`config.mk`:
```
export PLATFORM = sky130hd
export DESIGN_NAME = sprite_pixel_engine
export DESIGN_NICKNAME = d
export VERILOG_FILES = /design/src/rtl/sprite_pixel_engine.sv
export SDC_FILE = /design/constraint.sdc
export NUM_CORES = 1
export LEC_CHECK = 0
export CAP_MARGIN = 20
export CORE_ASPECT_RATIO = 1.25
export CORE_MARGIN = 8
export CORE_UTILIZATION = 54
export CTS_CLUSTER_SIZE = 40
export DETAILED_ROUTE_END_ITERATION = 8
export GPL_TIMING_DRIVEN = 1
export PLACE_DENSITY = 0.77
export SLEW_MARGIN = 20
export SYNTH_ARGS = -nofsm -noshare
export SYNTH_HDL_FRONTEND = slang
export SYNTH_SLANG_ARGS = --single-unit
```
`constraint.sdc`:
```
create_clock -name clock_in -period 3.8 [get_ports clock_in]
set_input_delay 0.57 -clock clock_in [delete_from_list [all_inputs] [get_ports clock_in]]
set_output_delay 0.57 -clock clock_in [all_outputs]
set_load 0.1 [all_outputs]
```
`src/rtl/sprite_pixel_engine.sv`:
```
// Draw-pixels command engine: decodes the opcode 0x12 header, buffers data bytes,
// unpacks 1/2/4/8 bpp pixels and issues clipped, palette-offset pixel writes.
module sprite_pixel_engine #(
  parameter logic [7:0]  OPCODE         = 8'h12,
  parameter int unsigned COORD_WIDTH    = 10,
  parameter int unsigned COLOR_WIDTH    = 4,
  parameter int unsigned FIFO_DEPTH     = 16,
  parameter int unsigned DISPLAY_WIDTH  = 640,
  parameter int unsigned DISPLAY_HEIGHT = 400
) (
  input  logic                   clock_in,
  input  logic                   reset_in,
  input  logic [7:0]             op_code_in,
  input  logic                   op_code_valid_in,
  input  logic [7:0]             operand_in,
  input  logic                   operand_valid_in,
  input  logic [31:0]            operand_count_in,
  output logic [COORD_WIDTH-1:0] pixel_x_out,
  output logic [COORD_WIDTH-1:0] pixel_y_out,
  output logic [COLOR_WIDTH-1:0] pixel_color_out,
  output logic                   pixel_valid_out,
  input  logic                   pixel_ready_in,
  output logic                   busy_out,
  output logic                   overflow_out
);

  localparam int unsigned AW = $clog2(FIFO_DEPTH);
  localparam int unsigned PW = AW + 1;
  localparam int unsigned SW = COORD_WIDTH + 1;
  localparam bit          WIDE_COLOR = (COLOR_WIDTH >= 8);
  localparam logic [SW-1:0] DISP_W = SW'(DISPLAY_WIDTH);
  localparam logic [SW-1:0] DISP_H = SW'(DISPLAY_HEIGHT);
  localparam logic [PW-1:0] FULL_FILL = PW'(FIFO_DEPTH);

  typedef enum logic [1:0] {
    IDLE   = 2'd0,
    HEADER = 2'd1,
    STREAM = 2'd2,
    DRAIN  = 2'd3
  } state_t;

  state_t state_q, state_d;

  logic                   op_valid_prev_q;
  logic                   cap_c;
  logic                   cnt_first_c;
  logic                   cnt_last_hdr_c;
  logic                   cnt_data_c;
  logic                   start_c;
  logic                   hdr_we_c;

  logic [7:0]             hdr_hi_q;
  logic [COORD_WIDTH-1:0] x_start_q;
  logic [COORD_WIDTH-1:0] y_start_q;
  logic [COORD_WIDTH-1:0] width_q;
  logic [1:0]             bpp_log_q;
  logic [7:0]             offset_q;

  logic [7:0]             mem_q [FIFO_DEPTH];
  logic [PW-1:0]          wr_ptr_q, rd_ptr_q;
  logic [PW-1:0]          wr_ptr_d, rd_ptr_d;
  logic [PW-1:0]          fill_c;
  logic                   fifo_empty_c;
  logic                   fifo_full_c;
  logic [7:0]             head_c;

  logic                   push_req_c;
  logic                   push_c;
  logic                   pop_c;
  logic                   drop_c;
  logic                   advance_c;

  logic [2:0]             idx_q;
  logic [COORD_WIDTH-1:0] col_q;
  logic [COORD_WIDTH-1:0] row_q;
  logic [3:0]             shamt_c;
  logic [7:0]             aligned_c;
  logic [7:0]             value_c;
  logic [COLOR_WIDTH-1:0] color_c;
  logic                   last_c;
  logic                   width_zero_c;
  logic [SW-1:0]          x_sum_c;
  logic [SW-1:0]          y_sum_c;
  logic                   in_range_c;
  logic                   col_wrap_c;

  // Map the header colour count onto log2(bits per pixel).
  function automatic logic [1:0] bpp_log_of(input logic [7:0] colors);
    logic [1:0] r;
    if (colors == 8'd1 || colors == 8'd2) begin
      r = 2'd0;
    end else if (colors == 8'd3 || colors == 8'd4) begin
      r = 2'd1;
    end else if (colors >= 8'd5 && colors <= 8'd16) begin
      r = 2'd2;
    end else begin
      r = WIDE_COLOR ? 2'd3 : 2'd2;
    end
    return r;
  endfunction

  // Operand byte capture on the rising edge of operand_valid_in.
  always_comb begin
    cap_c          = operand_valid_in && !op_valid_prev_q && op_code_valid_in
                     && (op_code_in == OPCODE);
    cnt_first_c    = (operand_count_in == 32'd1);
    cnt_last_hdr_c = (operand_count_in == 32'd8);
    cnt_data_c     = (operand_count_in >= 32'd9);
    start_c        = cap_c && cnt_first_c && (state_q == IDLE);
    hdr_we_c       = start_c || (cap_c && (state_q == HEADER));
  end

  always_ff @(posedge clock_in or posedge reset_in) begin
    if (reset_in) begin
      state_q <= IDLE;
    end else begin
      state_q <= state_d;
    end
  end

  always_comb begin
    state_d = state_q;
    case (state_q)
      IDLE: begin
        if (start_c) state_d = HEADER;
      end
      HEADER: begin
        if (!op_code_valid_in)                state_d = IDLE;
        else if (cap_c && cnt_last_hdr_c)     state_d = STREAM;
      end
      STREAM: begin
        if (!op_code_valid_in) state_d = DRAIN;
      end
      DRAIN: begin
        if (fifo_empty_c && !pixel_valid_out) state_d = IDLE;
      end
    endcase
  end

  // Header fields; 16-bit values keep only their low COORD_WIDTH bits.
  always_ff @(posedge clock_in or posedge reset_in) begin
    if (reset_in) begin
      hdr_hi_q  <= 8'd0;
      x_start_q <= '0;
      y_start_q <= '0;
      width_q   <= '0;
      bpp_log_q <= 2'd0;
      offset_q  <= 8'd0;
    end else if (hdr_we_c) begin
      case (operand_count_in)
        32'd1, 32'd3, 32'd5: hdr_hi_q  <= operand_in;
        32'd2:               x_start_q <= COORD_WIDTH'({hdr_hi_q, operand_in});
        32'd4:               y_start_q <= COORD_WIDTH'({hdr_hi_q, operand_in});
        32'd6:               width_q   <= COORD_WIDTH'({hdr_hi_q, operand_in});
        32'd7:               bpp_log_q <= bpp_log_of(operand_in);
        32'd8:               offset_q  <= operand_in;
        default: ;
      endcase
    end
  end

  // FIFO bookkeeping; a pop while full frees the slot for a same-cycle push.
  always_comb begin
    fill_c       = wr_ptr_q - rd_ptr_q;
    fifo_empty_c = (fill_c == '0);
    fifo_full_c  = (fill_c == FULL_FILL);
    head_c       = mem_q[rd_ptr_q[AW-1:0]];
    advance_c    = !fifo_empty_c && (!pixel_valid_out || pixel_ready_in);
    pop_c        = advance_c && (last_c || width_zero_c);
    push_req_c   = cap_c && cnt_data_c && (state_q == STREAM);
    push_c       = push_req_c && (!fifo_full_c || pop_c);
    drop_c       = (push_req_c && !push_c) || (cap_c && (state_q == DRAIN));
    wr_ptr_d     = wr_ptr_q + PW'(push_c);
    rd_ptr_d     = rd_ptr_q + PW'(pop_c);
  end

  always_ff @(posedge clock_in) begin
    if (push_c) mem_q[wr_ptr_q[AW-1:0]] <= operand_in;
  end

  always_ff @(posedge clock_in or posedge reset_in) begin
    if (reset_in) begin
      wr_ptr_q        <= '0;
      rd_ptr_q        <= '0;
      op_valid_prev_q <= 1'b0;
      overflow_out    <= 1'b0;
      busy_out        <= 1'b0;
    end else begin
      wr_ptr_q        <= wr_ptr_d;
      rd_ptr_q        <= rd_ptr_d;
      op_valid_prev_q <= operand_valid_in;
      busy_out        <= (state_d != IDLE) || (wr_ptr_d != rd_ptr_d);
      if (start_c)     overflow_out <= 1'b0;
      else if (drop_c) overflow_out <= 1'b1;
    end
  end

  // Pixel extraction from the FIFO head byte, MSB first, plus position/clip.
  always_comb begin
    shamt_c   = 4'({1'b0, idx_q} << bpp_log_q);
    aligned_c = head_c << shamt_c;
    case (bpp_log_q)
      2'd0:    value_c = {7'd0, aligned_c[7]};
      2'd1:    value_c = {6'd0, aligned_c[7:6]};
      2'd2:    value_c = {4'd0, aligned_c[7:4]};
      default: value_c = aligned_c;
    endcase
    color_c      = COLOR_WIDTH'(9'(value_c) + 9'(offset_q));
    last_c       = (idx_q == (3'd7 >> bpp_log_q));
    width_zero_c = (width_q == '0);
    x_sum_c      = SW'(x_start_q) + SW'(col_q);
    y_sum_c      = SW'(y_start_q) + SW'(row_q);
    in_range_c   = (x_sum_c < DISP_W) && (y_sum_c < DISP_H);
    col_wrap_c   = (col_q == width_q - COORD_WIDTH'(1));
  end

  always_ff @(posedge clock_in or posedge reset_in) begin
    if (reset_in) begin
      idx_q           <= 3'd0;
      col_q           <= '0;
      row_q           <= '0;
      pixel_valid_out <= 1'b0;
      pixel_x_out     <= '0;
      pixel_y_out     <= '0;
      pixel_color_out <= '0;
    end else begin
      if (advance_c) begin
        if (width_zero_c) begin
          idx_q           <= 3'd0;
          pixel_valid_out <= 1'b0;
        end else begin
          idx_q           <= last_c ? 3'd0 : 3'(idx_q + 3'd1);
          pixel_valid_out <= in_range_c;
          if (in_range_c) begin
            pixel_x_out     <= x_sum_c[COORD_WIDTH-1:0];
            pixel_y_out     <= y_sum_c[COORD_WIDTH-1:0];
            pixel_color_out <= color_c;
          end
          if (col_wrap_c) begin
            col_q <= '0;
            row_q <= row_q + COORD_WIDTH'(1);
          end else begin
            col_q <= col_q + COORD_WIDTH'(1);
          end
        end
      end else if (pixel_ready_in) begin
        pixel_valid_out <= 1'b0;
      end
      // A new command restarts the raster walk.
      if (start_c) begin
        idx_q <= 3'd0;
        col_q <= '0;
        row_q <= '0;
      end
    end
  end

endmodule

```
## Word-level counts from Yosys, hierarchy flattened

Memories as Yosys holds them, arrays and structs flattened.
Index checks and enable logic that the tools add are counted.

| storage, ports and cells | value |
|---|---|
| flip-flop bits (word level) | 101 |
| bits in latches | 0 |
| memory bits (writable) | 128 |
| ROM bits | 0 |
| bits of input ports | 53 |
| word-level logic and storage cells | 136 |
| memories kept | 1 |

| cells by class | value |
|---|---|
| $add $sub $neg | 10 |
| multipliers | 0 |
| divide/modulo/power cells | 0 |
| order comparisons | 3 |
| equality and inequality tests | 23 |
| shifts and indexed selects | 3 |
| muxes and demuxes | 28 |
| bitwise logic cells | 1 |
| reductions and logical operators | 48 |

Memory list:

| name | depth | width | rd ports | clocked after Yosys merged registers in | wr ports | line | RTL |
|---|---|---|---|---|---|---|---|
| mem_q | 16 | 8 | 1 | 0 | 1 | 59 | `logic [7:0] mem_q [FIFO_DEPTH];` |

Operator list:

| operator | number |
|---|---|
| == test 32 x 3 -> 1 bit (second input constant) | 4 |
| two-way mux 10 bit | 8 |
| == test 32 x 2 -> 1 bit (second input constant) | 2 |
| == test 32 x 1 -> 1 bit (second input constant) | 1 |
| == test 32 x 4 -> 1 bit (second input constant) | 1 |
| greater-or-equal comparator 32 x 4 -> 1 bit (second input constant) | 1 |
| adder 10 x 10 -> 11 bit | 2 |
| adder 10 x 1 -> 10 bit (second input constant) | 2 |
| == test 8 x 2 -> 1 bit (second input constant) | 2 |
| logical AND 1 bit | 16 |
| two-way mux 2 bit | 7 |
| AND reduction 2 bit | 7 |
| two-way mux 3 bit | 4 |
| case mux 4 bit (3 select lines) | 1 |
| less-than comparator 11 x 10 -> 1 bit (second input constant) | 1 |
| less-than comparator 11 x 9 -> 1 bit (second input constant) | 1 |
| adder 5 x 1 -> 5 bit | 2 |
| == test 10 bit | 1 |
| logical NOT 10 bit | 1 |
| nonzero test 2 bit | 5 |
| subtractor 10 x 1 -> 10 bit (second input constant) | 1 |
| == test 8 x 1 -> 1 bit (second input constant) | 1 |
| == test 8 x 3 -> 1 bit (second input constant) | 1 |
| == test 8 x 5 -> 1 bit (second input constant) | 1 |
| other kinds (21) | 43 |

## Logic depth before layout (Yosys ltp)

| depth | value |
|---|---|
| word-level depth | 12 |
| depth in mapped cells | 17 |
| mapped depth without buffers | 15 |

## Worst setup path after synthesis

OpenSTA, ideal clock, no wires.

| timing path | value |
|---|---|
| kind | register to register |
| from | register rd_ptr_q[1] |
| to | register busy_out |
| arrival | 3.598 ns |
| data required time | 3.669 ns |
| path slack | 0.071 ns |
| cell stages (with the launch flop) | 17 |
| cells stage by stage | dfrtp_1 -> buf_2 -> buf_1 -> inv_1 -> ha_1 -> nand3b_1 -> and4_4 -> o2111ai_4 -> a31oi_1 -> nor4b_2 -> ha_1 -> ha_1 -> xor2_1 -> xor2_1 -> nor3_1 -> nand3_1 -> or3_1 |

| on the way | value |
|---|---|
| longest elaborated chain between the ends | 10 |
| elaborated cells between the ends (all ways) | 17 |
| those cells by class | 3 x add/sub; 2 x eq/ne; 2 x mux; 10 x reduce/logical |

Ends and longest elaborated chain:

| item | line | RTL |
|---|---|---|
| start, declared | 60 | `logic [PW-1:0] wr_ptr_q, rd_ptr_q;` |
| start signal, assigned | 190 | `rd_ptr_q <= rd_ptr_d;` |
| subtractor 5 bit * | 164 | `fill_c = wr_ptr_q - rd_ptr_q;` |
| logical NOT 5 bit | 165 | `fifo_empty_c = (fill_c == '0);` |
| logical NOT 1 bit | 168 | `advance_c = !fifo_empty_c && (!pixel_valid_out \|\| pixel_ready_in);` |
| logical AND 1 bit | 168 |  |
| logical AND 1 bit | 169 | `pop_c = advance_c && (last_c \|\| width_zero_c);` |
| logical OR 1 bit * | 171 | `push_c = push_req_c && (!fifo_full_c \|\| pop_c);` |
| logical AND 1 bit * | 171 |  |
| adder 5 x 1 -> 5 bit * | 173 | `wr_ptr_d = wr_ptr_q + PW'(push_c);` |
| via wr_ptr_d[2] | 61 | `logic [PW-1:0] wr_ptr_d, rd_ptr_d;` |
| != test 5 bit * | 192 | `busy_out <= (state_d != IDLE) \|\| (wr_ptr_d != rd_ptr_d);` |
| logical OR 1 bit * | 192 |  |
| end signal, assigned | 192 |  |
| end, declared | 23 | `output logic busy_out,` |

The timed path passes the listed nets; every way through them passes the cells marked *.
A chain may end at the register's enable or synchronous reset.

## Worst setup path in the final report

| timing path | value |
|---|---|
| from | register rd_ptr_q[0] |
| to | register pixel_color_out[3] |

| on the way | value |
|---|---|
| longest elaborated chain between the ends | 5 |
| elaborated cells between the ends (all ways) | 9 |
| those cells by class | 2 x add/sub; 1 x shift; 1 x mux; 4 x reduce/logical; 1 x memory |

Ends and longest elaborated chain:

| item | line | RTL |
|---|---|---|
| branches (longest 5 deep; another with memory read (16 x 8 bit)) | -- |  |
| end signal, assigned | 237 | `pixel_color_out <= color_c;` |
| end, declared | 20 | `output logic [COLOR_WIDTH-1:0] pixel_color_out,` |

Parallel ways; which one is timed is not known.

==> run metrics <==
WHS Endpoint overflow_out; CTS tree built; VDD IR max 0.348 mV; Crit Path Max Fanout 10; Power, Total approximately 5.0 mW; Fmax achieved 272 MHz; IO Port Bufs between 70 and 80; r2r worst-path depth 16; Mean Syn Cell Area 13.6 µm²; Clock Skews 0.0123 ns; crit path launch type flip-flop; Antenna Nets Post-Route 0; setup TNS 0 ns; Synth warnings 0; Post-synth EDFFs between 100 and 150; Slew Limit Fails 0; minimum clock period 3.67 ns; I/O pin count 80; CORE AREA 20,700 µm²; number of remaining DRC errors 0; RSZ-0062 raised after global routing yes; max cap viols 0; sequential share of the synthesized area 55.9%; placer congestion estimate 0.938; Antenna Diode Count 0; slew margin rel. 29.5%; CTS Buf Count 23; DP HPWL 18,600 µm; largest cells by area after synthesis edfxtp_1 (34%), dfrtp_1 (22%), mux4_2 (6.7%), mux2_2 (4.4%), ha_1 (3.8%); initial core utilization 55.0%; slowest CP cell mux4_2; Starting DRT DRC Count 523; commonest non-fill, non-tap cell in the layout edfxtp_1; Setup Crit Path Kind reg -> reg; run status finished clean; FILL cells 1,459; final core occ 66.4%; Routed WL 26,900 µm; most frequent cells in the layout edfxtp_1 (128), dfrtp_1 (100), clkdlybuf4s50_1 (79); critical path's largest stage delay 0.50 ns; wire length per cell 21.3 µm; chip height 178 µm; Leak Pwr 5.57 nW; grt ovf 0; worst flop-to-flop path startpoint rd_ptr_q[0]; Gate Count Post-Synth 839; worst-skew pair later-pin latency 0.51 ns; die area around 26,000 µm²; Total GRT Usage 20.3%; Hold Vio Cnt, Final 0; CP Capture Type flip-flop; clk sinks 229; ratio of cells with drive above 1 in the final layout 23.9%; Clock transition at path regs 0.07 ns; synthesis-stage register bit count ~230; Vias ~7,400; leading area contributor after synthesis edfxtp_1; Synth Flop Type edfxtp_1; die span in x 146 µm; post-synth net total 930; power per cell area 363 nW/µm²; async set-or-reset flop fraction in the synthesized netlist 44.1%; Cell Area, Synth 11,400 µm²; Post-layout nets 1,066; vias in the first global route ~7,800; first-pass GRT wire length roughly 42,000 µm; CP Cell Sequence buf_12 -> buf_4 -> mux4_2 -> a22oi_2 -> nand2_1 -> mux2_2 -> a31oi_4 -> a21oi_1 -> a31oi_1 -> a21oi_1 -> ha_2 -> a21o_1 -> a21oi_2 -> xor2_1 -> xnor2_1 -> mux2_4; Rows 59; hold_sp overflow_out; Hold Path Class reg -> reg; measured slew at the worst slew-check pin 1.05 ns; clock root cell clkbuf_16; Critical Path RT 4.19 ns; DR vias/cell 5.83; initial antenna violation count 0; WP data arrival roughly 4.1 ns; maximum clock path buffer count 3; R2R setup slack around 0.13 ns; Yosys cell types 75; Final period util 96.6%; final setup vio count 0; H-tree depth 1; Synth top area share between 30% and 40%; hold path depth 1; area grow syn2layout 20.9%; largest net degree at the start of global routing between 50 and 60; reg2reg end pixel_color_out[3]; CP most frequent cell a21oi_1; DRT Pass-1 Iters 5
repair_timing:
| item | in CTS | in global routing |
|---|---|---|
| pin swaps | 0 | 5 |
| setup buffers | 0 | 5 |
| hold buffers | 0 | 0 |
| resized for setup | 4 | 17 |
| cloned | 0 | 1 |
| endpoints found under the setup margin | 1 | 3 |
worst max-delay path: cells and delay by family, from the launching register on:
kind	cells	cell delay, ns
flip-flops	1	0.43
adder cells (fa/ha/maj)	1	0.19
AO/OA/AOI/OAI	7	1.15
AND/OR/NAND/NOR	1	0.10
buffers and inverters	2	0.31
multiplexers	3	1.07
XOR/XNOR	2	0.29
layer usage:
layer  global-route usage, %  up-vias  wire (µm)
li1                        -     3434          -
met1                    24.1     3729      10800
met2                    36.8      162      14300
met3                    2.61       52        975
met4                    8.13        0        862
met5                       0        -          0
state kept, by name, indices dropped and copies added (netlist names):
signal	flops
row_q	10
pixel_color_out	4
bpp_log_q	2
overflow_out	1
mem_q	128
wr_ptr_q	5
op_valid_prev_q	1
busy_out	1
idx_q	3
x_start_q	10
col_q	10
pixel_y_out	10
hdr_hi_q	2
pixel_x_out	10
pixel_valid_out	1
width_q	10
state_q	2
offset_q	4
rd_ptr_q	5
y_start_q	10
worst max-delay path by stage:
stage                 from            endpoint  slack [ns]  depth (start not counted)
2_1_floorplan  rd_ptr_q[1]            busy_out        0.07                         16
3_3_place_gp   rd_ptr_q[0]  pixel_color_out[3]        0.11                         16
3_5_place_dp   rd_ptr_q[0]  pixel_color_out[3]        0.01                         16
4_1_cts        rd_ptr_q[0]  pixel_color_out[3]       0.003                         15
5_1_grt        rd_ptr_q[1]            busy_out       -0.10                         16
6_report       rd_ptr_q[0]  pixel_color_out[3]        0.13                         16
kinds of logic after synthesis:
| kind of cell | count (synthesis) | synth area share (%) |
|---|---|---|
| mux | 111 | 14.6 |
| fa+ha+maj | 38 | 4.37 |
| buf+inv | 64 | 2.55 |
| compound gates | 113 | 7.12 |
| flops | 229 | 55.9 |
| simple gates | 227 | 10.9 |
| xor+xnor | 57 | 4.51 |
synth_stat cells, drive strengths merged (4+ instances only):
cell type    n
nor3        17
o21a         5
mux2i       17
clkbuf      14
nand2b      13
buf         16
edfxtp     128
a211oi       4
o22ai        7
a21o         4
nand3       24
o211ai       4
inv         32
a21oi       31
or2          4
nand3b       9
mux4        34
and3         5
nand4       12
and2         6
o31ai        5
a2111oi      5
nand2       33
xnor2       33
mux2        60
xor2        23
ha          35
nor4        11
o21ai       19
dfrtp      101
nor2        63
nor2b        9
a31oi        6
cell type report:
| cell class | count | area [µm²] | area share (%) |
|---|---|---|---|
| inverters | 34 | 136 | 0.989 |
| clock inverters | 8 | 75.1 | 0.545 |
| flip-flops and latches | 229 | 6370 | 46.2 |
| repair buffers | 141 | 1370 | 9.90 |
| well taps | 274 | 343 | 2.49 |
| multi-input cells | 546 | 4820 | 35.0 |
| clock buffers | 34 | 667 | 4.84 |
through the flow:
stage | instances | cell area (µm²) | setup slack, ns | hold WS, ns
final | 1266 | 13800 | 0.130 | 0.495
after global routing | 1266 | 13800 | -0.103 | 0.523
after CTS | 1260 | 13600 | 0.00345 | 0.502
after detailed placement | 1218 | 12900 | 0.0104 | 0.475
after global placement | 1218 | 12900 | 0.112 | 0.472
after floorplan | 839 | 11400 | 0.0711 | 0.486
where the power goes:
| part | internal [mW] | switching [mW] | total, mW |
|---|---|---|---|
| Combinational | 0.0619 | 0.0822 | 0.144 |
| Clock | 1.29 | 0.940 | 2.23 |
| Sequential | 2.63 | 0.00235 | 2.63 |
| Total | 3.98 | 1.02 | 5.00 |
Power figures use the tool's default switching activity.
